[src/rtl/mdio_pkg.sv]
// Shared definitions for the MDIO management master: controller state
// encoding, Clause 22 / Clause 45 start and opcode values, command word
// field positions and the read/write frame classifier.
package mdio_pkg;

  typedef enum logic [2:0] {
    S_IDLE,
    S_PRE,
    S_HDR,
    S_TA,
    S_DATA,
    S_DONE
  } mdio_state_e;

  // Start-of-frame codes
  localparam logic [1:0] ST_C22 = 2'b01;
  localparam logic [1:0] ST_C45 = 2'b00;

  // Clause 22 opcodes
  localparam logic [1:0] OP_C22_WR = 2'b01;
  localparam logic [1:0] OP_C22_RD = 2'b10;

  // Clause 45 opcodes
  localparam logic [1:0] OP_C45_ADDR  = 2'b00;
  localparam logic [1:0] OP_C45_WR    = 2'b01;
  localparam logic [1:0] OP_C45_RD    = 2'b11;
  localparam logic [1:0] OP_C45_RDINC = 2'b10;

  // Command word field positions (MSB of each field)
  localparam int TD_ST_MSB   = 31;
  localparam int TD_OP_MSB   = 29;
  localparam int TD_PHY_MSB  = 27;
  localparam int TD_REG_MSB  = 22;
  localparam int TD_TA_MSB   = 17;
  localparam int TD_DATA_MSB = 15;

  // Bit counts of the serial frame sections after the preamble
  localparam int HDR_BITS  = TD_ST_MSB - TD_TA_MSB;   // ST..REGAD = 14
  localparam int TA_BITS   = TD_TA_MSB - TD_DATA_MSB; // 2
  localparam int DATA_BITS = TD_DATA_MSB + 1;         // 16

  // A frame is a read when the PHY drives the turnaround and data bits.
  // ST=00 with Clause 45 disabled falls through to write-type.
  function automatic logic is_read_frame(input logic [31:0] td, input logic c45_en);
    logic [1:0] st;
    logic [1:0] op;
    logic       rd;
    st = td[TD_ST_MSB -: 2];
    op = td[TD_OP_MSB -: 2];
    rd = 1'b0;
    if (st == ST_C22) begin
      case (op)
        OP_C22_RD: rd = 1'b1;
        OP_C22_WR: rd = 1'b0;
        default:   rd = 1'b0;
      endcase
    end else if (c45_en && (st == ST_C45)) begin
      case (op)
        OP_C45_RD, OP_C45_RDINC: rd = 1'b1;
        OP_C45_ADDR, OP_C45_WR:  rd = 1'b0;
        default:                 rd = 1'b0;
      endcase
    end
    return rd;
  endfunction

endpackage

[src/rtl/mdio_clk_gen.sv]
// MDC divider: while enabled, produces MDC low for CLK_DIV/2 clk cycles
// then high for CLK_DIV/2 cycles, plus single-cycle strobes marking the
// clk cycle at whose end MDC rises (o_rise) or falls (o_fall).
module mdio_clk_gen #(
  parameter int CLK_DIV = 4
) (
  input  logic clk,
  input  logic reset,
  input  logic i_en,
  output logic o_mdc,
  output logic o_rise,
  output logic o_fall
);

  localparam int              CW      = $clog2(CLK_DIV);
  localparam logic [CW-1:0]   LAST    = CW'(CLK_DIV - 1);
  localparam logic [CW-1:0]   RISE_AT = CW'(CLK_DIV / 2 - 1);

  logic [CW-1:0] r_cnt;
  logic          r_mdc;

  // Phase counter and registered MDC; held at zero (MDC low) when disabled.
  always_ff @(posedge clk) begin
    if (!reset || !i_en) begin
      r_cnt <= '0;
      r_mdc <= 1'b0;
    end else if (r_cnt == LAST) begin
      r_cnt <= '0;
      r_mdc <= 1'b0;
    end else begin
      r_cnt <= r_cnt + 1'b1;
      if (r_cnt == RISE_AT) r_mdc <= 1'b1;
    end
  end

  assign o_mdc  = r_mdc;
  assign o_rise = i_en && (r_cnt == RISE_AT);
  assign o_fall = i_en && (r_cnt == LAST);

endmodule

[src/rtl/mdio_master_ctrl.sv]
// MDIO management master. Serialises a 32-bit command word, preceded by an
// optional preamble, onto MDIO under a divided MDC. Output bits change only
// together with the MDC falling edge; read data is sampled with MDC rising.
module mdio_master_ctrl
  import mdio_pkg::*;
#(
  parameter int CLK_DIV      = 4,
  parameter int PREAMBLE_LEN = 32,
  parameter int C45_EN       = 1
) (
  input  logic        clk,
  input  logic        reset,
  input  logic        mdio_start,
  input  logic [31:0] t_data,
  input  logic        mdio_in,
  output logic [15:0] rd_data,
  output logic        data_rdy,
  output logic        mdc,
  output logic        mdio_oe,
  output logic        mdio_out,
  output logic        busy
);

  localparam logic [4:0] PRE_LAST  = 5'(PREAMBLE_LEN - 1);
  localparam logic [4:0] HDR_LAST  = 5'(HDR_BITS - 1);
  localparam logic [4:0] TA_LAST   = 5'(TA_BITS - 1);
  localparam logic [4:0] DATA_LAST = 5'(DATA_BITS - 1);

  mdio_state_e r_state;
  logic [31:0] r_tx;
  logic [15:0] r_rx;
  logic [4:0]  r_bitcnt;
  logic        r_rd;
  logic [15:0] r_rd_data;
  logic        r_data_rdy;
  logic        r_oe;
  logic        r_out;
  logic        r_busy;

  logic        w_clk_en;
  logic        w_mdc;
  logic        w_mdc_rise;
  logic        w_mdc_fall;
  logic        w_drv_bit;
  logic [31:0] w_tx_shift;

  // MDC runs only while bits are being transferred.
  assign w_clk_en   = (r_state != S_IDLE) && (r_state != S_DONE);
  // In TA/DATA of a read the line is released and mdio_out parks at 0.
  assign w_drv_bit  = r_rd ? 1'b0 : r_tx[31];
  assign w_tx_shift = {r_tx[30:0], 1'b0};

  mdio_clk_gen #(
    .CLK_DIV(CLK_DIV)
  ) u_clk_gen (
    .clk    (clk),
    .reset  (reset),
    .i_en   (w_clk_en),
    .o_mdc  (w_mdc),
    .o_rise (w_mdc_rise),
    .o_fall (w_mdc_fall)
  );

  // Frame sequencer: each MDC fall advances one bit and loads the next MDIO value.
  always_ff @(posedge clk) begin
    if (!reset) begin
      r_state    <= S_IDLE;
      r_tx       <= '0;
      r_rx       <= '0;
      r_bitcnt   <= '0;
      r_rd       <= 1'b0;
      r_rd_data  <= '0;
      r_data_rdy <= 1'b0;
      r_oe       <= 1'b0;
      r_out      <= 1'b0;
      r_busy     <= 1'b0;
    end else begin
      r_data_rdy <= 1'b0;
      case (r_state)
        S_IDLE: begin
          if (mdio_start) begin
            r_rd     <= is_read_frame(t_data, C45_EN != 0);
            r_busy   <= 1'b1;
            r_bitcnt <= '0;
            r_rx     <= '0;
            r_oe     <= 1'b1;
            if (PREAMBLE_LEN > 0) begin
              r_state <= S_PRE;
              r_out   <= 1'b1;
              r_tx    <= t_data;
            end else begin
              r_state <= S_HDR;
              r_out   <= t_data[31];
              r_tx    <= {t_data[30:0], 1'b0};
            end
          end
        end
        S_PRE: begin
          if (w_mdc_fall) begin
            if (r_bitcnt == PRE_LAST) begin
              r_state  <= S_HDR;
              r_bitcnt <= '0;
              r_out    <= r_tx[31];
              r_tx     <= w_tx_shift;
            end else begin
              r_bitcnt <= r_bitcnt + 5'd1;
            end
          end
        end
        S_HDR: begin
          if (w_mdc_fall) begin
            if (r_bitcnt == HDR_LAST) begin
              r_state  <= S_TA;
              r_bitcnt <= '0;
              r_oe     <= !r_rd;
              r_out    <= w_drv_bit;
            end else begin
              r_bitcnt <= r_bitcnt + 5'd1;
              r_out    <= r_tx[31];
            end
            r_tx <= w_tx_shift;
          end
        end
        S_TA: begin
          if (w_mdc_fall) begin
            if (r_bitcnt == TA_LAST) begin
              r_state  <= S_DATA;
              r_bitcnt <= '0;
            end else begin
              r_bitcnt <= r_bitcnt + 5'd1;
            end
            r_out <= w_drv_bit;
            r_tx  <= w_tx_shift;
          end
        end
        S_DATA: begin
          if (w_mdc_rise && r_rd) r_rx <= {r_rx[14:0], mdio_in};
          if (w_mdc_fall) begin
            if (r_bitcnt == DATA_LAST) begin
              r_state <= S_DONE;
              r_oe    <= 1'b0;
              r_out   <= 1'b0;
              if (r_rd) begin
                r_rd_data  <= r_rx;
                r_data_rdy <= 1'b1;
              end
            end else begin
              r_bitcnt <= r_bitcnt + 5'd1;
              r_out    <= w_drv_bit;
              r_tx     <= w_tx_shift;
            end
          end
        end
        S_DONE: begin
          r_state <= S_IDLE;
          r_busy  <= 1'b0;
        end
        default: begin
          r_state <= S_IDLE;
          r_busy  <= 1'b0;
        end
      endcase
    end
  end

  assign rd_data  = r_rd_data;
  assign data_rdy = r_data_rdy;
  assign mdc      = w_mdc;
  assign mdio_oe  = r_oe;
  assign mdio_out = r_out;
  assign busy     = r_busy;

endmodule

[config.mk]
export PLATFORM = sky130hd
export DESIGN_NAME = mdio_master_ctrl
export DESIGN_NICKNAME = d
export VERILOG_FILES = /design/src/rtl/mdio_pkg.sv /design/src/rtl/mdio_clk_gen.sv /design/src/rtl/mdio_master_ctrl.sv
export SDC_FILE = /design/constraint.sdc
export NUM_CORES = 1
export LEC_CHECK = 0
export ABC_CLOCK_PERIOD_IN_PS = 6700
export BUFFER_PORTS_ARGS = -buffer_cell sky130_fd_sc_hd__buf_4
export CORE_MARGIN = 2
export CORE_UTILIZATION = 40
export CTS_CLUSTER_SIZE = 14
export DETAILED_ROUTE_END_ITERATION = 8
export GPL_ROUTABILITY_DRIVEN = 0
export PLACE_DENSITY = 0.55
export SLEW_MARGIN = 30
export SYNTH_ARGS = -nofsm -noshare
export SYNTH_HDL_FRONTEND = slang
export SYNTH_HIERARCHICAL = 1
export SYNTH_SLANG_ARGS = --single-unit
[constraint.sdc]
create_clock -name clk -period 6.7 [get_ports clk]
set_input_delay 0.335 -clock clk [delete_from_list [all_inputs] [get_ports clk]]
set_output_delay 0.335 -clock clk [all_outputs]
set_load 0.005 [all_outputs]
==> results.yml, run 1 <==
run_status:
  outcome: "finished clean"
worst_setup_path:
  end_kind: "register"
  slowest_stage: "dfxtp_1"
  start_kind: "register"
  rrSetupSlack_ns: 3.30
  crit_required_ns: 6.89
  reg2reg_depth: 8
  path_cells: "xnor2_1 > nand2b_1 > and2_2 > inv_1 > o32ai_4 > buf_4 > and2_2 > a211oi_2"
  path_common_cell: "and2_2"
  path_class: "reg -> reg"
  critPathArrivalTime_ns: 3.58
  startpoint: "r_state[0]$_SDFFE_PN0P_"
  rr_startpoint: "r_state[0]$_SDFFE_PN0P_"
  max_stage_delay_ns: 0.86
  setup.worst_path.end: "r_tx[25]$_SDFFE_PN0P_"
  r2r-end: "r_tx[25]$_SDFFE_PN0P_"
  cp_max_fo: 36
power_and_ir_drop:
  p_clk_share_pct: 36.1
  power.net_switching_mw: 0.302
  switching_share_pct: 28.7
  power_frac_comb_pct: 14.9
  sequentialPowerShare_pct: 49.0
  internal-power_mw: 0.751
  power_density_nw_per_um2: 228
  ir_worst_vdd_mv: 0.138
  p_leak_nw: 1.83
cts:
  root_buffer: "clkbuf_8"
  cts_hold_buf: 0
  cts-resized-gates: 0
  cts_buffers: 9
  h-tree-depth: 3
  clk_pin_slew_worst_paths_ns: 0.09
  numClockSinks: 80
  cts_max_path_buffers: 2
  cts_setup_buffers: 0
  clkLatencyLatePin_ns: 0.35
  cts_tree: "built"
routing:
  wl_per_cell_um: 14.6
  viasPerCell: 5.25
  drc: 0
  ant_nets: 0
  dr.pass1.iters: 4
  drt-initial-drc-count: 147
  vias: 3046
  routed_wl_um: 8450
yosys:
  synth_top_area_share_pct: 40.2
  synth_area_um2: 3990
  synth_top_area_cell: "dfxtp_1"
  yosys-top-cells-area: "dfxtp_1 (40%), mux2i_1 (12%), a211oi_2 (9.4%)"
  ys_ff_latch: 80
  synthArstFlopShare_pct: 0
  syn_area_per_cell_um2: 9.82
  synth_nets: 449
  synth_common_cells: "dfxtp_1 (80), a21oi_1 (56), mux2i_1 (49)"
  syn_inst: 406
  yosys_warnings: 6
  ys.flop_type: "dfxtp_1"
  netlist-cell-type-count: 60
  ys_seq_area_share_pct: 40.2
  synth_most_common_cell: "dfxtp_1"
  synth_edf_count: 0
floorplan:
  core_area_um2: 9730
  die_area_um2: 10800
  initial_utilization_pct: 41.0
  ios: 57
  die_x_um: 104
  die_y_um: 104
  row_count: 36
worst_hold_path:
  worstHoldPathCells: 3
  min_from: "t_data[0]"
  holdCritPathClass: "in -> reg"
cells_and_area:
  num-fill-cells: 976
  fin_cells: 580
  multi_input_area_um2: 2160
  drive_gt1_share_pct: 28.2
  nets: 485
  areaGrowthSynthToFinish_pct: 15.9
  regArea_um2: 1600
  diodes: 0
timing:
  whs_ns: 0.243
  max_slew_margin_pct: 36.4
  max_freq_ghz: 0.294
  setup_tns_ns: 0
  fin_crit_sh_pct: 50.7
  finClkSkew_ns: 0.0171
  worstMarginPinSlew_ns: 0.955
  hold_viol_final: 0
  finalMaxSlewViolations: 0
  finalSetupViolCount: 0
  period_needed_ns: 3.40
  grt_setup_unrepaired: "no"
placed_design:
  dp_hpwl_um: 5360
  placed_cells: 564
  port_buffers: 56
global_routing:
  antenna_found_initial: 0
  grt_max_degree: 75
  grt_pass1_wl_um: 14000
  grt_pass1_vias: 2804
  overflow: 0
  grtUsageTotal_pct: 15.6
flow_run:
  drv_cap: 0
==> critical path: cells and delay by family, from the launching register on <==
family / cells / cell delay [ns]
xor gates and xnor gates: 1 / 0.15
buffers and inverters: 2 / 0.50
and+or+nand+nor: 3 / 1.31
DFF: 1 / 0.86
AOI/OAI and AO/OA: 2 / 0.39
==> logic make-up after synthesis <==
family | after synthesis | share of synthesized area, %
flops | 80 | 40.2
xor+xnor | 2 | 0.911
compound gates | 114 | 22.9
fa+ha+maj | 7 | 2.20
mux | 49 | 12.3
simple gates | 110 | 15.8
buf+inv | 44 | 5.75
==> per-layer routing <==
| layer | track usage, % | vias up | wire length (um) |
|---|---|---|---|
| li1 | - | 1544 | - |
| met1 | 22.8 | 1424 | 4240 |
| met2 | 23.0 | 69 | 3770 |
| met3 | 3.27 | 9 | 351 |
| met4 | 4.63 | 0 | 86 |
| met5 | 0 | - | 0 |
==> layout make-up <==
class / instances / area share, %
repair buffers: 60 / 9.75
clock buffers: 9 / 2.68
flip-flops and latches: 80 / 34.7
well taps: 133 / 3.60
multi-input cells: 282 / 46.7
clock inverters: 7 / 1.87
inverters: 9 / 0.732
==> sequential cells by signal (all words and copies together) (netlist names), 2 cells and up <==
signal           flops
rd_data             16
r_tx                32
r_bitcnt             5
u_clk_gen/r_cnt      2
r_state              3
r_rx                16
==> cell usage in the layout, fill, tap and decap left out, types with 2 or more instances in the layout <==
cell | netlist | final
dfxtp_1 | 80 | 80
buf_4 | 3 | 60
a21oi_1 | 56 | 56
mux2i_1 | 49 | 49
a211oi_2 | 30 | 30
nand2_1 | 26 | 26
nor2_1 | 24 | 24
nand3_1 | 22 | 22
clkbuf_8 | 0 | 9
inv_1 | 8 | 7
ha_1 | 7 | 7
nor2b_1 | 6 | 6
o211ai_1 | 5 | 5
o21a_1 | 4 | 4
a31oi_1 | 4 | 4
nand2b_1 | 3 | 3
and2_2 | 2 | 3
and3_1 | 2 | 2
nor2_4 | 2 | 2
inv_2 | 1 | 2
nand4_1 | 2 | 2
nor3b_1 | 2 | 2
nor3_1 | 2 | 2
inv_6 | 0 | 2
inv_8 | 0 | 2
==> power by group through the flow <==
stage | Clock [mW] | Sequential [mW] | Combinational (mW)
after floorplan | 0 | 0.520 | 0.127
after CTS | 0.390 | 0.516 | 0.158
after detailed placement | 0 | 0.527 | 0.158
after global routing | 0.412 | 0.520 | 0.172
after global placement | 0 | 0.527 | 0.156
final | 0.380 | 0.516 | 0.157
==> through the flow <==
| stage | utilization (%) | area (um2) | worst slack, ns | total power, mW |
|---|---|---|---|---|
| 2_1_floorplan | - | 3990 | 4.36 | 0.647 |
| 3_3_place_gp | 45.3 | 4410 | 3.42 | 0.683 |
| 3_5_place_dp | 45.3 | 4410 | 3.35 | 0.685 |
| 4_1_cts | 47.5 | 4620 | 3.32 | 1.07 |
| 5_1_grt | 47.5 | 4620 | 3.04 | 1.10 |
| 6_report | 47.5 | 4620 | 3.30 | 1.05 |
==> worst min-delay path by stage <==
stage	to
final	r_tx[0]$_SDFFE_PN0P_
after global routing	r_tx[0]$_SDFFE_PN0P_
after CTS	r_tx[0]$_SDFFE_PN0P_
after detailed placement	u_clk_gen/r_cnt[0]$_SDFF_PP0_
after global placement	u_clk_gen/r_cnt[0]$_SDFF_PP0_
after floorplan	u_clk_gen/r_cnt[0]$_SDFF_PP0_
No activity file was read; power rests on OpenSTA's default activity.
==> run 2, diff against run 1 <==
ABC_CLOCK_PERIOD_IN_PS = 3100   (was 6700)
PLACE_DENSITY = 0.57   (was 0.55)
clock period = 3.1 ns   (was 6.7 ns; I/O delays follow)
==> run 2 against run 1 <==
Sequential cell count unchanged. Combinational power increased by 130%. Fmax increased by 46%. Critical path type unchanged. Sequential share of layout area decreased by 0.55 points. Worst setup slack got worse by 2.5 ns. First-iteration DRC count decreased by 29%. Largest power group unchanged. Total power increased by 120%. Via count increased by 1.2%.
==> results.yml, run 2 (synthesis results as in run 1) <==
run_status:
  outcome: "finished clean"
cts:
  cts-resized-gates: 0
  h-tree-depth: 3
  clkLatencyLatePin_ns: 0.35
  cts_buffers: 9
  cts_tree: "built"
  numClockSinks: 80
  clk_pin_slew_worst_paths_ns: 0.09
  cts_setup_buffers: 0
  root_buffer: "clkbuf_8"
  cts_hold_buf: 0
  cts_max_path_buffers: 2
worst_setup_path:
  critPathArrivalTime_ns: 2.58
  path_cells: "buf_4 > xnor2_1 > nand2b_1 > and2_2 > inv_1 > o32ai_4 > buf_4 > a21oi_1 > a211oi_2"
  cp_max_fo: 35
  cp_num_buf_inv: 3
  path_common_cell: "buf_4"
  crit_family: "buffers and inverters"
  crit_required_ns: 3.35
  path_class: "reg -> reg"
  end_kind: "register"
  max_stage_delay_ns: 0.38
  start_kind: "register"
  slowest_stage: "buf_4"
timing:
  whs_ns: 0.0619
  grt_setup_unrepaired: "no"
  max_slew_margin_pct: 48.1
  fin_crit_sh_pct: 75.0
  finalSetupViolCount: 0
  setup_tns_ns: 0
  postLayoutSetupSlackWorst_ns: 0.775
  worstMarginPinSlew_ns: 0.778
  hold_viol_final: 0
  max_freq_ghz: 0.430
  finClkSkew_ns: 0.0107
  finalMaxSlewViolations: 0
  period_needed_ns: 2.33
global_routing:
  grtUsageTotal_pct: 16.4
  overflow: 0
  grt_pass1_vias: 3054
  grt_pass1_wl_um: 14700
  antenna_found_initial: 0
  grt_max_degree: 54
routing:
  drt-initial-drc-count: 104
  drc: 0
  vias: 3083
  viasPerCell: 5.27
  routed_wl_um: 8570
  ant_nets: 0
  wl_per_cell_um: 14.7
  dr.pass1.iters: 4
cells_and_area:
  regArea_um2: 1600
  nets: 490
  largest_reg_flops: 32
  layout.cells.most_common: "dfxtp_1"
  diodes: 0
  final_util_pct: 48.2
  num-fill-cells: 984
  multi_input_area_um2: 2160
  final_cell_mix: "dfxtp_1 (80), buf_4 (64), a21oi_1 (56)"
  largest_register: "r_tx"
  drive_gt1_share_pct: 29.0
  areaGrowthSynthToFinish_pct: 17.7
floorplan:
  core_area_um2: 9730
  die_x_um: 104
  die_area_um2: 10800
  die_y_um: 104
  initial_utilization_pct: 41.0
  ios: 57
  row_count: 36
power_and_ir_drop:
  ir_worst_vdd_mv: 0.253
  power_density_nw_per_um2: 504
  p_leak_nw: 1.88
worst_hold_path:
  holdCritPathClass: "in -> reg"
placed_design:
  port_buffers: 56
  dp_hpwl_um: 5590
  pre_cts_ws_ns: 0.804
flow_run:
  drv_cap: 0
-- run 2: final cells by class --
cell class | instances | area share [%]
Multi-Input combinational cell | 282 | 45.9
Sequential cell | 80 | 34.1
Timing Repair Buffer | 65 | 10.7
Tap cell | 133 | 3.55
Clock buffer | 9 | 2.64
Clock inverter | 7 | 2.32
Inverter | 9 | 0.747
-- run 2: final timing paths --
kind,cells past startpoint,slack (ns),start,end
worst max-delay path,9,0.77,r_state[2]$_SDFFE_PN0P_,r_tx[24]$_SDFFE_PN0P_
worst max register to register,9,0.77,r_state[2]$_SDFFE_PN0P_,r_tx[24]$_SDFFE_PN0P_
worst min-delay path,3,0.06,mdio_in,r_rx[0]$_SDFFE_PN0P_
worst min register to register,1,0.46,u_clk_gen/r_cnt[0]$_SDFF_PP0_,u_clk_gen/r_cnt[0]$_SDFF_PP0_
-- run 2: report_power, final --
part / internal [mW] / total [mW] / switching, mW
clock: 0.472 / 0.901 / 0.429
sequential: 1.08 / 1.11 / 0.0284
combinational: 0.161 / 0.355 / 0.194
total: 1.71 / 2.36 / 0.651
-- run 2: layer usage --
layer / GRT usage, % / vias to the layer above / part of all wire (%) / routed length [um]
met5: 0 / - / 0 / 0
met4: 5.50 / 0 / 1.1 / 91
met3: 2.96 / 11 / 3.4 / 291
met2: 25.8 / 57 / 46 / 3970
met1: 22.7 / 1461 / 49 / 4220
li1: - / 1554 / - / -
-- run 2: stage by stage --
| stage | instances | power (mW) | cell area [um2] |
|---|---|---|---|
| floorplan | 406 | 1.40 | 3990 |
| global route | 585 | 2.49 | 4690 |
| detailed placement | 569 | 1.49 | 4460 |
| CTS | 585 | 2.41 | 4690 |
| finish | 585 | 2.36 | 4690 |
| global placement | 569 | 1.48 | 4460 |
-- run 2: worst register-to-register path: cells and delay by family (launching register included) --
kind	cells	cell delay, ns
flip-flops	1	0.31
XOR/XNOR	1	0.10
AO/OA/AOI/OAI	3	0.62
AND/OR/NAND/NOR	2	0.45
buffers and inverters	3	0.75
==> run 3, diff against run 2 <==
ABC_AREA = 1   (was default)
ABC_CLOCK_PERIOD_IN_PS = 2300   (was 3100)
PLACE_DENSITY = 0.55   (was 0.57)
clock period = 2.3 ns   (was 3.1 ns; I/O delays follow)
==> run 3 against run 2 <==
Via count grew 15%. Global-route usage rose by 2.0 points. Fmax increased by 15%. Total power rose to 2.6 times the previous value. Non-clock buffer count is the same. Sequential power is 90% higher. First-iteration DRC count grew 40%. Critical path depth is 6 higher. Wire length increased by 4.1%.
==> results.yml, run 3 <==
timing:
  finalMaxSlewViolations: 0
  setup_tns_ns: 0
  max_freq_ghz: 0.495
  whs_ns: 0.105
  finClkSkew_ns: 0.00932
  postLayoutSetupSlackWorst_ns: 0.281
  finalSetupViolCount: 0
  hold_viol_final: 0
  period_needed_ns: 2.02
  worstMarginPinSlew_ns: 0.699
  fin_crit_sh_pct: 87.8
  max_slew_margin_pct: 53.3
  grt_setup_unrepaired: "no"
yosys:
  synth_top_area_cell: "dfxtp_1"
  synth_area_um2: 3820
  ys.flop_type: "dfxtp_1"
  ys_seq_area_share_pct: 42.0
  synth-xor-area-share_pct: 0.230
  syn_inst: 558
  synth_compound_area_share_pct: 13.2
  synth_edf_count: 0
  synth_top_family_by_area: "simple AND/OR/NAND/NOR gates"
  synthAdderAreaFrac_pct: 2.30
  synth_top_area_share_pct: 42.0
  synth_common_cells: "nor2_1 (143), nand2_1 (104), dfxtp_1 (80)"
  ys_ff_latch: 80
  synth.area.mux_share_pct: 0
  synthSimpleGateAreaFrac_pct: 34.5
  syn_area_per_cell_um2: 6.84
  yosys_warnings: 6
  synthArstFlopShare_pct: 0
  netlist-cell-type-count: 28
  yosys-top-cells-area: "dfxtp_1 (42%), nor2_1 (14%), nand2_1 (10%)"
  synth_nets: 601
  synth_most_common_cell: "nor2_1"
power_and_ir_drop:
  switching_share_pct: 42.5
  power.total_mw: 6.16
  p_leak_nw: 2.24
  power_frac_comb_pct: 44.7
  power.net_switching_mw: 2.62
  power_density_nw_per_um2: 1350
  p_clk_share_pct: 21.0
  ir_worst_vdd_mv: 0.563
  internal-power_mw: 3.54
  sequentialPowerShare_pct: 34.3
worst_setup_path:
  start_kind: "register"
  max_stage_delay_ns: 0.41
  path_common_cell: "nor2_1"
  crit_required_ns: 2.55
  slowest_stage: "dfxtp_4"
  cp_num_buf_inv: 5
  path_cells: "inv_2 > nand2_2 > nor2_1 > nor2_1 > nand2_1 > inv_1 > inv_1 > buf_4 > o21ai_2 > nand2_2 > nor2_4 > buf_12 > nand2_1 > o21ai_1 > nor2_1"
  crit_family: "simple AND/OR/NAND/NOR gates"
  path_class: "reg -> reg"
  end_kind: "register"
  cp_max_fo: 33
  critPathArrivalTime_ns: 2.27
global_routing:
  antenna_found_initial: 0
  grt_pass1_vias: 3344
  overflow: 0
  grtUsageTotal_pct: 18.4
  grt_pass1_wl_um: 15300
  grt_max_degree: 75
cts:
  cts_buffers: 9
  cts_tree: "built"
  clk_pin_slew_worst_paths_ns: 0.09
  h-tree-depth: 3
  numClockSinks: 80
  cts_setup_buffers: 0
  cts_max_path_buffers: 2
  clkLatencyLatePin_ns: 0.36
  root_buffer: "clkbuf_8"
run_status:
  outcome: "finished clean"
placed_design:
  pre_cts_ws_ns: 0.0705
  placed_area_um2: 4310
  port_buffers: 56
  dp_hpwl_um: 5750
  placed_cells: 722
cells_and_area:
  largest_reg_flops: 32
  design_area_um2: 4580
  drive_gt1_share_pct: 17.4
  largest_register: "r_tx"
  areaGrowthSynthToFinish_pct: 20.0
  final_util_pct: 49.6
  nets: 648
  diodes: 0
  layout.cells.most_common: "nor2_1"
  final_cell_mix: "nor2_1 (143), nand2_1 (104), dfxtp_1 (78)"
  fin_cells: 739
flow_run:
  drv_cap: 0
floorplan:
  die_area_um2: 10300
  core_area_um2: 9240
  die_y_um: 102
  initial_utilization_pct: 41.3
  row_count: 35
  ios: 57
  die_x_um: 102
routing:
  dr.pass1.iters: 5
  routed_wl_um: 8920
  drt-initial-drc-count: 146
  ant_nets: 0
  vias: 3557
  viasPerCell: 4.81
  wl_per_cell_um: 12.1
  drc: 0
worst_hold_path:
  holdCritPathClass: "in -> reg"
-- run 3: tightest hold or removal path: cells and delay by family --
kind,cells,cell delay [ns]
simple gates,4,0.24
buf+inv,1,0.07
-- run 3: power by group through the flow --
stage               combinational, mW  sequential [mW]  clock (mW)
finish                           2.76             2.11        1.29
detailed placement               2.77             2.13           0
floorplan                        2.26             2.08           0
CTS                              2.79             2.11        1.32
global placement                 2.74             2.13           0
global route                     3.19             2.18        1.39
-- run 3: metal layers --
metal | up-vias | track usage [%] | wire length, um
li1 | 1879 | - | -
met1 | 1612 | 24.7 | 4380
met2 | 58 | 29.2 | 4090
met3 | 8 | 2.83 | 316
met4 | 0 | 8.32 | 133
met5 | - | 0 | 0
-- run 3: path summary, 6_finish.rpt --
path	slack, ns	depth (start not counted)	to	startpoint
max	0.28	15	r_tx[0]$_SDFFE_PN0P_	r_state[1]$_SDFFE_PN0P_
min	0.10	5	r_tx[9]$_SDFFE_PN0P_	t_data[9]
min reg2reg	0.46	1	u_clk_gen/r_cnt[0]$_SDFF_PP0_	u_clk_gen/r_cnt[0]$_SDFF_PP0_
max reg2reg	0.28	15	r_tx[0]$_SDFFE_PN0P_	r_state[1]$_SDFFE_PN0P_
-- run 3: repair_timing --
item | CTS | global route
hold buffers | 1 | 0
endpoints found under the setup margin | 0 | 39
resized for setup | 0 | 5
hold endpoints to repair | 1 | 0
-- run 3: cell type report --
class / instances / area, um2
clock inverters: 7 / 126
clock buffers: 9 / 124
fillers: 963 / 4660
multi-input cells: 415 / 1920
repair buffers: 65 / 515
well taps: 129 / 161
flip-flops and latches: 80 / 1610
inverters: 34 / 130
-- run 3: cell families (layout without fill, tap and decap cells) --
| kind of cell | Yosys count | after routing |
|---|---|---|
| XOR/XNOR | 1 | 1 |
| flip-flops | 80 | 80 |
| AO/OA/AOI/OAI | 98 | 98 |
| buffers and inverters | 63 | 115 |
| adder cells (fa/ha/maj) | 7 | 7 |
| AND/OR/NAND/NOR | 309 | 309 |
